==> src/rtl/seq_sched_pkg.sv <==
// Shared types and constants for the sequence-detector scheduler.
package seq_sched_pkg;

    // Width of one requester byte and of the detector data path.
    localparam int BYTE_W = 8;

    // Eight bit edges for the scan plus one edge for the sticky flag to settle.
    localparam int SCAN_CYCLES_DEF = 9;

    typedef enum logic [1:0] {
        ST_IDLE = 2'd0,
        ST_LOAD = 2'd1,
        ST_SCAN = 2'd2,
        ST_DONE = 2'd3
    } sched_state_e;

endpackage

==> src/rtl/seq_detect_scheduler_if.sv <==
// Requester-side bundle: request/byte in, grant/done/hit/busy back out.
interface seq_detect_scheduler_if
    import seq_sched_pkg::*;
#(
    parameter int NREQ = 2
);

    logic [NREQ-1:0]        req;
    logic [NREQ*BYTE_W-1:0] data;
    logic [NREQ-1:0]        gnt;
    logic [NREQ-1:0]        done;
    logic                   hit;
    logic                   busy;

    // Requester population drives req/data and watches the scheduler's answers.
    modport master (
        output req,
        output data,
        input  gnt,
        input  done,
        input  hit,
        input  busy
    );

    // Scheduler side.
    modport slave (
        input  req,
        input  data,
        output gnt,
        output done,
        output hit,
        output busy
    );

endinterface

==> src/rtl/rr_arb.sv <==
// Combinational round-robin arbiter: the search starts at ptr and wraps modulo NREQ.
// The pointer register itself belongs to the caller.
module rr_arb #(
    parameter  int NREQ  = 2,
    localparam int IDX_W = (NREQ > 1) ? $clog2(NREQ) : 1
) (
    input  logic [NREQ-1:0]  req,
    input  logic [IDX_W-1:0] ptr,
    output logic [NREQ-1:0]  gnt,
    output logic [IDX_W-1:0] idx
);

    int               pos;
    logic [IDX_W-1:0] pos_idx;

    // Walk from the farthest offset to the nearest so the closest request to ptr wins.
    always_comb begin
        gnt     = '0;
        idx     = '0;
        pos     = 0;
        pos_idx = '0;
        for (int k = NREQ - 1; k >= 0; k--) begin
            pos = int'(ptr) + k;
            if (pos >= NREQ) begin
                pos = pos - NREQ;
            end
            pos_idx = IDX_W'(pos);
            if (req[pos_idx]) begin
                gnt          = '0;
                gnt[pos_idx] = 1'b1;
                idx          = pos_idx;
            end
        end
    end

endmodule

==> src/rtl/seq_detect_scheduler.sv <==
// Shares one serial sequence detector between NREQ byte requesters.
// Grants round-robin, loads the byte with a one-cycle set strobe, waits out the
// MSB-first scan and returns a per-requester done pulse carrying the hit flag.
//
//  state | meaning
//  IDLE  | waiting for any request; winner's byte latched on the way out
//  LOAD  | grant pulse + detector set strobe; rr pointer advances past winner
//  SCAN  | detector shifts the byte; down-counter runs to terminal count 0
//  DONE  | done pulse to the winner with the sampled hit flag
module seq_detect_scheduler
    import seq_sched_pkg::*;
#(
    parameter int NREQ        = 2,
    parameter int SCAN_CYCLES = SCAN_CYCLES_DEF
) (
    input  logic                 clk_i,
    input  logic                 rst_i,
    seq_detect_scheduler_if.slave bus,
    output logic                 det_set_o,
    output logic [BYTE_W-1:0]    det_data_o,
    input  logic                 det_detect_i
);

    localparam int IDX_W = (NREQ > 1) ? $clog2(NREQ) : 1;
    localparam int CNT_W = (SCAN_CYCLES > 1) ? $clog2(SCAN_CYCLES) : 1;

    sched_state_e     state;
    logic [IDX_W-1:0] rr_ptr;
    logic [IDX_W-1:0] win_idx;
    logic [NREQ-1:0]  win_gnt;
    logic [CNT_W-1:0] scan_cnt;

    logic [NREQ-1:0]  gnt_q;
    logic [NREQ-1:0]  done_q;
    logic             hit_q;
    logic             busy_q;

    logic [NREQ-1:0]  arb_gnt;
    logic [IDX_W-1:0] arb_idx;

    rr_arb #(
        .NREQ (NREQ)
    ) u_arb (
        .req (bus.req),
        .ptr (rr_ptr),
        .gnt (arb_gnt),
        .idx (arb_idx)
    );

    assign bus.gnt  = gnt_q;
    assign bus.done = done_q;
    assign bus.hit  = hit_q;
    assign bus.busy = busy_q;

    // Single sequencer: every output is a register so the detector and the
    // requesters never see combinational glitches from the arbiter.
    always_ff @(posedge clk_i or negedge rst_i) begin
        if (!rst_i) begin
            state      <= ST_IDLE;
            rr_ptr     <= '0;
            win_idx    <= '0;
            win_gnt    <= '0;
            scan_cnt   <= '0;
            gnt_q      <= '0;
            done_q     <= '0;
            hit_q      <= 1'b0;
            busy_q     <= 1'b0;
            det_set_o  <= 1'b0;
            det_data_o <= '0;
        end else begin
            unique case (state)
                ST_IDLE: begin
                    if (|bus.req) begin
                        state      <= ST_LOAD;
                        win_idx    <= arb_idx;
                        win_gnt    <= arb_gnt;
                        gnt_q      <= arb_gnt;
                        det_set_o  <= 1'b1;
                        det_data_o <= bus.data[arb_idx*BYTE_W +: BYTE_W];
                        busy_q     <= 1'b1;
                    end
                end
                ST_LOAD: begin
                    state     <= ST_SCAN;
                    gnt_q     <= '0;
                    det_set_o <= 1'b0;
                    scan_cnt  <= CNT_W'(SCAN_CYCLES - 1);
                    if (win_idx == IDX_W'(NREQ - 1)) begin
                        rr_ptr <= '0;
                    end else begin
                        rr_ptr <= win_idx + 1'b1;
                    end
                end
                ST_SCAN: begin
                    if (scan_cnt == '0) begin
                        state  <= ST_DONE;
                        hit_q  <= det_detect_i;
                        done_q <= win_gnt;
                    end else begin
                        scan_cnt <= scan_cnt - 1'b1;
                    end
                end
                ST_DONE: begin
                    state  <= ST_IDLE;
                    done_q <= '0;
                    hit_q  <= 1'b0;
                    busy_q <= 1'b0;
                end
            endcase
        end
    end

endmodule

==> src/flat_wrapper.sv <==
// flat-port wrapper written by rule: the top's interface ports become plain ports
module seq_detect_scheduler_flat import seq_sched_pkg::*;
#(
    parameter int NREQ        = 2,
    parameter int SCAN_CYCLES = SCAN_CYCLES_DEF
)
  (clk_i, rst_i, det_set_o, det_data_o, det_detect_i, bus_req, bus_data, bus_gnt, bus_done, bus_hit, bus_busy);
  seq_detect_scheduler_if #(.NREQ(NREQ)) bus_i ();
  input  logic clk_i;
  input  logic rst_i;
  output logic det_set_o;
  output logic [BYTE_W-1:0] det_data_o;
  input  logic det_detect_i;
  input wire logic [$bits(bus_i.req)-1:0] bus_req;
  input wire logic [$bits(bus_i.data)-1:0] bus_data;
  output wire logic [$bits(bus_i.gnt)-1:0] bus_gnt;
  output wire logic [$bits(bus_i.done)-1:0] bus_done;
  output wire logic [$bits(bus_i.hit)-1:0] bus_hit;
  output wire logic [$bits(bus_i.busy)-1:0] bus_busy;
  assign bus_i.req = bus_req;
  assign bus_i.data = bus_data;
  assign bus_gnt = bus_i.gnt;
  assign bus_done = bus_i.done;
  assign bus_hit = bus_i.hit;
  assign bus_busy = bus_i.busy;
  seq_detect_scheduler #(.NREQ(NREQ), .SCAN_CYCLES(SCAN_CYCLES)) u_core (.clk_i(clk_i), .rst_i(rst_i), .bus(bus_i), .det_set_o(det_set_o), .det_data_o(det_data_o), .det_detect_i(det_detect_i));
endmodule
==> config.mk <==
export PLATFORM = sky130hd
export DESIGN_NAME = seq_detect_scheduler_flat
export DESIGN_NICKNAME = d
export VERILOG_FILES = /design/src/rtl/seq_sched_pkg.sv /design/src/rtl/seq_detect_scheduler_if.sv /design/src/rtl/rr_arb.sv /design/src/rtl/seq_detect_scheduler.sv /design/src/flat_wrapper.sv
export SDC_FILE = /design/constraint.sdc
export NUM_CORES = 1
export LEC_CHECK = 0
export BUFFER_PORTS_ARGS = -buffer_cell sky130_fd_sc_hd__buf_2
export CORE_MARGIN = 10
export CORE_UTILIZATION = 45
export CTS_BUF_LIST = sky130_fd_sc_hd__clkbuf_16
export DETAILED_ROUTE_END_ITERATION = 8
export GPL_ROUTABILITY_DRIVEN = 0
export PLACE_DENSITY = 0.74
export SYNTH_ARGS = -nofsm -noshare
export SYNTH_HDL_FRONTEND = slang
export SYNTH_HIERARCHICAL = 1
export SYNTH_SLANG_ARGS = --single-unit
==> constraint.sdc <==
create_clock -name clk_i -period 2.3 [get_ports clk_i]
set_clock_uncertainty 0.05 [all_clocks]
set_input_delay 0.23 -clock clk_i [delete_from_list [all_inputs] [get_ports clk_i]]
set_output_delay 0.23 -clock clk_i [all_outputs]
set_load 0.01 [all_outputs]
==> results of run 1 <==
[critical path, stage by stage (launching register included)]
cell     delay [ns]
dfrtp_1        0.38
inv_1          0.11
ha_1           0.21
or3b_1         0.47
a21oi_2        0.21
mux2_1         0.33
[cell families (layout without fill, tap and decap cells)]
family / count (synthesis) / after routing / synth area share
buf+inv: 15 / 50 / 0.04878
mux: 12 / 12 / 0.09756
compound gates: 36 / 36 / 0.1795
simple gates: 31 / 31 / 0.1180
flops: 25 / 25 / 0.4878
fa+ha+maj: 7 / 7 / 0.06829
[state kept, by name, summed over array words and instances, names as in the netlist]
name and flops:
u_core/win_idx 1, u_core/win_gnt 2, u_core/scan_cnt 4, u_core/bus.busy 1, u_core/det_data_o 8, u_core/bus.hit 1, u_core/state 2, u_core/bus.gnt 2
u_core/bus.done 2, u_core/det_set_o 1, u_core/rr_ptr 1
[metrics by stage]
stage	hold slack, ns	total power, W	cells	cell area, µm²	setup WS, ns
global placement	0.1990	0.001710	187	1475	0.5035
global route	0.2403	0.002326	192	1565	0.3276
floorplan	-0.1156	0.001450	126	1282	0.5507
CTS	0.2081	0.002158	192	1565	0.4349
finish	0.2028	0.002134	192	1565	0.4191
detailed placement	0.2054	0.001765	187	1475	0.4595
[routing by layer]
metal  up-vias  part of all wire  routed length (µm)  track usage
met3         2             0.035                 102      0.02961
met2        14              0.55                1587       0.1939
met4         0            0.0024                   7      0.02899
met5         -                 0                   0            0
met1       487              0.41                1201       0.1238
li1        512                 -                   -            -
[where the power goes]
part	leakage (nW)	total [W]	switching, W	internal [W]
Clock	0.0409	0.000382	0.000148	0.000234
Combinational	0.425	0.000958	0.000540	0.000418
Sequential	0.308	0.000794	0.000137	0.000657
[cell usage after synthesis]
cell type,count
a21boi_0,1
a21boi_1,1
a21oi_1,4
a21oi_2,1
a221oi_1,2
a22o_1,1
a31oi_1,3
buf_1,1
buf_2,2
buf_4,1
clkbuf_1,2
dfrtp_1,25
ha_1,7
inv_1,9
mux2_1,1
mux2_2,3
mux2i_1,8
nand2_1,10
nand2b_1,2
nand3_1,5
nor2_1,6
nor2b_1,4
nor3_1,1
nor3b_1,2
o21ai_0,16
o21ai_2,1
o21ba_2,1
o221ai_1,1
o22ai_1,1
o2bb2ai_1,1
o311ai_0,1
o32a_1,1
or3b_1,1
[layout make-up]
type,instances,area share
Tap cell,31,0.02478
Clock inverter,1,0.003197
Timing Repair Buffer,37,0.1231
Clock buffer,3,0.04796
Multi-Input combinational cell,86,0.3797
Inverter,9,0.02158
Sequential cell,25,0.3997
[how the worst max path moves through the flow]
| stage | startpoint | end | slack, ns |
|---|---|---|---|
| after floorplan | u_core/scan_cnt[0]$_DFFE_PN0P_ | u_core/state[1]$_DFFE_PN0P_ | 0.55 |
| after global placement | u_core/scan_cnt[0]$_DFFE_PN0P_ | u_core/state[1]$_DFFE_PN0P_ | 0.50 |
| after detailed placement | u_core/scan_cnt[0]$_DFFE_PN0P_ | u_core/state[1]$_DFFE_PN0P_ | 0.46 |
| after CTS | u_core/scan_cnt[0]$_DFFE_PN0P_ | u_core/state[1]$_DFFE_PN0P_ | 0.43 |
| after global routing | u_core/scan_cnt[0]$_DFFE_PN0P_ | u_core/state[1]$_DFFE_PN0P_ | 0.33 |
| final | u_core/scan_cnt[0]$_DFFE_PN0P_ | u_core/state[1]$_DFFE_PN0P_ | 0.42 |
[timing repair]
action,4_1_cts,5_1_grt
hold endpoints to repair,25,0
setup endpoints to repair,0,0
hold buffers,1,0
==> qor.yml, run 1 <==
setup_path:
  crit_path_end_kind: "flop"
  r2r_slack_ns: 0.42
  crit_path_max_fanout: 6
  crit_type: "reg -> reg"
  reg2reg_from: "u_core/scan_cnt[0]$_DFFE_PN0P_"
  r2r_cells: 5
  cp_data_arrival_time_ns: 1.97
  r2r-end: "u_core/state[1]$_DFFE_PN0P_"
  worstPathRequired_ns: 2.39
  start_kind: "flop"
job:
  max_cap_violations: 0
logic_synthesis:
  syn-cell-area_um2: 1282
  ys_seq_area_frac: 0.4878
  yosysTopAreaCell: "dfrtp_1"
  synth.ff_latch_count: 25
  synth_nets: 154
  ys_warn_count: 6
  ys_types: 33
  synth_top_area_share: 0.4878
  synthCells: 126
  syn_avg_cell_area_um2: 10.18
  synth.area.top_cells: "dfrtp_1, ha_1, mux2i_1, o21ai_0, nand2_1"
power_and_ir_drop:
  ir_drop_uv: 658.6
  p_leak_nw: 0.7744
  power_density_nw_per_um2: 1363
finish:
  ff_latch_area_um2: 625.6
  syn_to_final_growth_pct: 22.05
  fin_util: 0.5725
  multiInputGateArea_um2: 594.3
  final_common_cell: "buf_2"
  final_nets: 190
  fill_cells: 239
  final_cell_mix: "buf_2, dfrtp_1, o21ai_0"
  num_antenna_cells: 0
  drive_above_1_share: 0.2857
sta:
  fin_crit_ns: 1.881
  finalCritPeriodShare: 0.8178
  maxSlewViolCount: 0
  worstMarginPinSlew_ns: 0.6649
  setup_tns_ns: 0
  slew_headroom: 0.5566
  setup_violations: 0
  fmax_mhz: 531.7
  hold_viol_final: 0
  rsz0062_at_grt: "no"
cts:
  cts.sink_count: 25
  ctsLongestPathBuffers: 2
  clock_latency_ns: 0.25
  clk_pin_slew_ns: 0.06
  cts_buffers: 3
  root_buffer: "clkbuf_16"
  cts_htree_levels: 1
  cts_resized: 0
  cts_setup_buffers: 0
  cts_tree: "built"
die:
  die_w_um: 73.39
  num_rows: 19
  die_y_um: 73.39
  die_area_um2: 5385
  initial_core_util: 0.4691
  core-area_um2: 2734
  io_pins: 36
placed_design:
  hpwl_um: 2261
  place.port_buffers: 35
route:
  drc: 0
  drt-initial-drc-count: 76
  antenna_left: 0
  via_count: 1015
  drt_pre_antenna_iters: 4
  totalWireLength_um: 2899
  drt-vias-per-instance: 5.286
  wire_per_inst_um: 15.10
hold_path:
  holdPathStages: 3
  hold_class: "in -> reg"
  min_from: "bus_data[6]"
  worstHoldEndpoint: "u_core/det_data_o[6]$_DFFE_PN0P_"
global_routing:
  grt_overflow: 0
  grt_max_degree: 26
  antenna_found_initial: 0
  grt_usage: 0.1087
  grt_pass1_wl_um: 4788
  grt_pass1_vias: 1077
run_status:
  outcome: "finished, final reports clean"
Power figures use the tool's default switching activity.
==> run 2: changes to the inputs <==
- clock period: 2.3 -> 1.8 ns (I/O delays scaled with it)
==> qor.yml, run 2 (synthesis results as in run 1) <==
cts:
  cts_buffers: 3  # unchanged
  root_buffer: "clkbuf_16"
  cts_tree: "built"
  ctsLongestPathBuffers: 2  # unchanged
  clk_pin_slew_ns: 0.07  # about the same
  clock_latency_ns: 0.26  # about the same
  cts.sink_count: 25  # unchanged
  cts_htree_levels: 1  # unchanged
die:
  die_area_um2: 5385  # unchanged
  die_y_um: 73.39  # unchanged
  initial_core_util: 0.4691  # unchanged
  core-area_um2: 2734  # unchanged
  die_w_um: 73.39  # unchanged
  num_rows: 19  # unchanged
  io_pins: 36  # unchanged
sta:
  setup_violations: 0  # unchanged
  hold_viol_final: 0  # unchanged
  setup_tns_ns: 0  # unchanged
  finalCritPeriodShare: 0.9816  # +0.1638
  maxSlewViolCount: 0  # unchanged
  layout_setup_ws_ns: 0.03318  # -0.3859 ns
  slew_headroom: 0.6161  # +0.05944
  rsz0062_at_grt: "no"
  fin_crit_ns: 1.767  # -0.1141 ns
  holdWs_ns: 0.1585  # -0.04429 ns
  worstMarginPinSlew_ns: 0.5746  # -0.09031 ns
  fmax_mhz: 566.0  # +6.5%
setup_path:
  critPathSlowestCell: "dfrtp_1"
  cp_num_buf_inv: 1  # unchanged
  crit_path_end_kind: "flop"
  slowest_delay_ns: 0.41  # -0.06 ns
  crit_path_max_fanout: 4  # -2
  crit_family: "flip-flops"
  crit_chain: "inv_2, ha_4, or3b_4, a21oi_4, mux2_1"
  crit_type: "reg -> reg"
  worstPathRequired_ns: 1.89  # -0.50 ns
  cp_data_arrival_time_ns: 1.86  # -0.11 ns
  start_kind: "flop"
power_and_ir_drop:
  ir_drop_uv: 1179  # +79%
  p_leak_nw: 0.7907  # +2.1%
  total_power_w: 0.002877  # +35%
  power_density_nw_per_um2: 1779  # +30%
finish:
  multiInputGateArea_um2: 624.3  # +5.1%
  ff_latch_area_um2: 625.6  # unchanged
  top_register: "u_core/det_data_o"
  final_common_cell: "buf_2"
  largest_register_ffs: 8  # unchanged
  reg_top3: "u_core/det_data_o x8, u_core/scan_cnt x4"
  fin_util: 0.5918  # +0.01922
  num_antenna_cells: 0  # unchanged
  drive_above_1_share: 0.3354  # +0.04965
  fill_cells: 234  # -2.1%
  final_cell_mix: "buf_2, dfrtp_1, o21ai_0"
  final_nets: 193  # +1.6%
  syn_to_final_growth_pct: 26.15
route:
  wire_per_inst_um: 16.23  # +7.5%
  drt_pre_antenna_iters: 4  # unchanged
  via_count: 1081  # +6.5%
  antenna_left: 0  # unchanged
  drc: 0  # unchanged
  totalWireLength_um: 3165  # +9.2%
  drt-initial-drc-count: 50  # -34%
  drt-vias-per-instance: 5.544  # +4.9%
global_routing:
  grt_pass1_vias: 1064  # -1.2%
  antenna_found_initial: 0  # unchanged
  grt_pass1_wl_um: 4899  # +2.3%
  grt_overflow: 0  # unchanged
  grt_max_degree: 26  # unchanged
  grt_usage: 0.1124  # +0.003680
placed_design:
  hpwl_um: 2332  # +3.1%
  pre_cts_ws_ns: 0.02858  # -0.4309 ns
  place.port_buffers: 35  # unchanged
run_status:
  outcome: "finished, final reports clean"
job:
  max_cap_violations: 0  # unchanged
hold_path:
  hold_class: "in -> reg"
-- run 2: cell count changes in the layout (fill, tap and decap cells not counted), moves of 2 or more --
cell	change
buf_4	+3
inv_1	-2
inv_2	+2
ha_1	-2
-- run 2: path summary, 6_finish.rpt --
path,end,cells past startpoint,slack (ns),from
hold reg to reg,u_core/det_data_o[6]$_DFFE_PN0P_,2,0.43,u_core/det_data_o[6]$_DFFE_PN0P_
max in group asynchronous,u_core/state[1]$_DFFE_PN0P_,2,0.94,rst_i
hold / removal,u_core/det_data_o[7]$_DFFE_PN0P_,3,0.16,bus_data[7]
min in group asynchronous,u_core/bus.done[0]$_DFFE_PN0P_,2,0.39,rst_i
setup / recovery,u_core/state[1]$_DFFE_PN0P_,5,0.03,u_core/scan_cnt[0]$_DFFE_PN0P_
setup reg to reg,u_core/state[1]$_DFFE_PN0P_,5,0.03,u_core/scan_cnt[0]$_DFFE_PN0P_
-- run 2: layout make-up --
class / count / area share
well taps: 31 / 0.02398
clock buffers: 3 / 0.04640
clock inverters: 1 / 0.003094
repair buffers: 40 / 0.1330
inverters: 9 / 0.02088
flip-flops and latches: 25 / 0.3867
multi-input cells: 86 / 0.3859
-- run 2: routing by layer --
layer	share of wire	routed length [µm]	GRT usage
met1	0.39	1245	0.1217
met2	0.54	1718	0.1987
met3	0.051	161	0.03096
met4	0.013	40	0.04969
met5	0	0	0
-- run 2: power by group --
| part | internal [W] | total [W] | switching [W] |
|---|---|---|---|
| sequential | 0.000839 | 0.00103 | 0.000195 |
| clock | 0.000300 | 0.000508 | 0.000208 |
| combinational | 0.000602 | 0.00134 | 0.000733 |
| total | 0.00174 | 0.00288 | 0.00114 |
-- run 2: repair_timing --
| item | 4_1_cts | 5_1_grt |
|---|---|---|
| endpoints found under the setup margin | 1 | 2 |
| hold buffers | 1 | 0 |
| setup buffers | 0 | 0 |
| resized for setup | 3 | 5 |
| hold endpoints to repair | 25 | 0 |
-- run 2: stage by stage --
step                      instances  area (µm²)
after floorplan                 126        1282
after detailed placement        190        1498
after global placement          190        1498
after CTS                       195        1593
final                           195        1618
after global routing            195        1618
-- run 2: worst register-to-register path: stages, from the launching register on --
cell,delay (ns)
dfrtp_1,0.41
inv_2,0.12
ha_4,0.16
or3b_4,0.40
a21oi_4,0.18
mux2_1,0.33
==> run 3: changes to the inputs <==
- ABC_CLOCK_PERIOD_IN_PS: not set -> 1900
- clock period: 1.8 -> 1.9 ns (I/O delays scaled with it)
==> qor.yml, run 3 (synthesis results as in run 1) <==
run_status:
  outcome: "finished, final reports clean"
power_and_ir_drop:
  power.switching_w: 0.001035  # -8.9%
  total_power_w: 0.002646  # -8.1%
  comb_power_share: 0.452  # -0.012
  internal_power_w: 0.001611  # -7.5%
  netSwitchingFraction: 0.3912  # -0.003816
  p_clk_frac: 0.180  # +0.003
  power_frac_seq: 0.368  # +0.009
  ir_drop_uv: 1018  # -14%
  power_density_nw_per_um2: 1669  # -6.2%
  p_leak_nw: 0.7781  # -1.6%
cts:
  clock_latency_ns: 0.26  # about the same
  root_buffer: "clkbuf_16"
  cts.sink_count: 25  # unchanged
  ctsLongestPathBuffers: 2  # unchanged
  clk_pin_slew_ns: 0.06  # about the same
  cts_tree: "built"
  cts_buffers: 3  # unchanged
  cts_htree_levels: 1  # unchanged
  cts_setup_buffers: 0  # unchanged
setup_path:
  critPathSlowestCell: "or3b_1"
  worstPathRequired_ns: 2.00  # +0.11 ns
  crit_path_end_kind: "flop"
  crit_chain: "inv_1, ha_2, or3b_1, a21oi_2, mux2_1"
  r2r_cells: 5  # unchanged
  crit_path_max_fanout: 4  # unchanged
  crit_family: "simple AND/OR/NAND/NOR gates"
  cp_num_cells: 5  # unchanged
  crit_type: "reg -> reg"
  cp_num_buf_inv: 1  # unchanged
  start_kind: "flop"
  slowest_delay_ns: 0.40  # about the same
  cp_data_arrival_time_ns: 1.90  # +0.04 ns
hold_path:
  hold_class: "in -> reg"
  holdPathStages: 3  # unchanged
global_routing:
  grt_overflow: 0  # unchanged
  grt_usage: 0.1113  # -0.001105
  grt_pass1_vias: 1025  # -3.7%
  grt_max_degree: 26  # unchanged
  antenna_found_initial: 0  # unchanged
  grt_pass1_wl_um: 4767  # -2.7%
job:
  max_cap_violations: 0  # unchanged
finish:
  ff_latch_area_um2: 625.6  # unchanged
  fin_util: 0.5799  # -0.01190
  multiInputGateArea_um2: 596.8  # -4.4%
  syn_to_final_growth_pct: 23.61
  design_area_um2: 1585  # -2.0%
  num_antenna_cells: 0  # unchanged
  reg_top3: "u_core/det_data_o x8, u_core/scan_cnt x4"
  drive_above_1_share: 0.3006  # -0.03475
  top_register: "u_core/det_data_o"
  largest_register_ffs: 8  # unchanged
  final_cells: 194  # -0.51%
  final_common_cell: "buf_2"
  fill_cells: 240  # +2.6%
  final_cell_mix: "buf_2, dfrtp_1, o21ai_0"
  final_nets: 192  # -0.52%
die:
  num_rows: 19  # unchanged
  initial_core_util: 0.4691  # unchanged
  core-area_um2: 2734  # unchanged
  io_pins: 36  # unchanged
  die_area_um2: 5385  # unchanged
  die_w_um: 73.39  # unchanged
  die_y_um: 73.39  # unchanged
route:
  antenna_left: 0  # unchanged
  via_count: 1054  # -2.5%
  drt-initial-drc-count: 39  # -22%
  drt-vias-per-instance: 5.433  # -2.0%
  drc: 0  # unchanged
  totalWireLength_um: 3060  # -3.3%
  wire_per_inst_um: 15.77  # -2.8%
  drt_pre_antenna_iters: 4  # unchanged
sta:
  fmax_mhz: 554.1  # -2.1%
  fin_crit_ns: 1.805  # +0.03775 ns
  worstMarginPinSlew_ns: 0.5724  # -0.002273 ns
  setup_violations: 0  # unchanged
  maxSlewViolCount: 0  # unchanged
  hold_viol_final: 0  # unchanged
  rsz0062_at_grt: "no"
  setup_tns_ns: 0  # unchanged
  finalCritPeriodShare: 0.9498  # -0.03179
  slew_headroom: 0.6184  # +0.002344
placed_design:
  dp.cells: 189  # -0.53%
  hpwl_um: 2297  # -1.5%
  placed_cell_area_um2: 1490  # -0.50%
  place.port_buffers: 35  # unchanged
==> run 3: cell count changes in the layout (fill, tap and decap cells not counted), sizes merged <==
cell / change
clkinvlp: +1
clkinv: -1
buf: -1
==> run 3: path summary, 6_finish.rpt <==
path | startpoint | end | slack [ns]
min reg2reg | u_core/det_data_o[7]$_DFFE_PN0P_ | u_core/det_data_o[7]$_DFFE_PN0P_ | 0.43
min in group asynchronous | rst_i | u_core/bus.done[1]$_DFFE_PN0P_ | 0.40
max | u_core/scan_cnt[0]$_DFFE_PN0P_ | u_core/state[1]$_DFFE_PN0P_ | 0.1
min | bus_data[3] | u_core/det_data_o[3]$_DFFE_PN0P_ | 0.17
max reg2reg | u_core/scan_cnt[0]$_DFFE_PN0P_ | u_core/state[1]$_DFFE_PN0P_ | 0.1
max in group asynchronous | rst_i | u_core/scan_cnt[0]$_DFFE_PN0P_ | 1.03
==> run 3: layout make-up <==
class / count / area share
clock buffer: 3 / 0.04736
clock inverter: 1 / 0.004736
inverter: 9 / 0.02131
multi-input combinational: 86 / 0.3765
sequential: 25 / 0.3946
tap: 31 / 0.02447
timing repair buffer: 39 / 0.1310
==> run 3: power by group through the flow <==
stage	combinational [W]	sequential, W	clock, W
after floorplan	0.000735	0.00102	0
after global placement	0.00113	0.000958	0
after detailed placement	0.00118	0.000979	0
after CTS	0.00120	0.000972	0.000488
after global routing	0.00133	0.00100	0.000506
final	0.00120	0.000972	0.000477
==> run 3: timing repair <==
action                                  4_1_cts  5_1_grt
endpoints found under the setup margin        0        1
endpoints found under the hold margin        25        0
hold buffers                                  1        0
gates resized for setup                       0        1
==> run 3: metrics by stage <==
| step | worst slack (ns) | hold WS [ns] |
|---|---|---|
| after floorplan | 0.1507 | -0.1556 |
| after global placement | 0.1914 | 0.1593 |
| after detailed placement | 0.1129 | 0.1662 |
| after CTS | 0.07657 | 0.1720 |
| after global routing | 0.008405 | 0.1791 |
| final | 0.09543 | 0.1711 |
==> run 3: layer usage <==
| metal | vias to the layer above | global-route usage | routed length [µm] |
|---|---|---|---|
| li1 | 519 | - | - |
| met1 | 500 | 0.1233 | 1199 |
| met2 | 26 | 0.1882 | 1629 |
| met3 | 9 | 0.02826 | 139 |
| met4 | 0 | 0.06418 | 90 |
| met5 | - | 0 | 0 |
==> run 3: worst register-to-register path, delay by kind of cell (launching register included) <==
family | cells | cell delay [ns]
buf+inv | 1 | 0.13
mux | 1 | 0.33
flops | 1 | 0.38
fa+ha+maj | 1 | 0.22
compound gates | 1 | 0.19
simple gates | 1 | 0.40
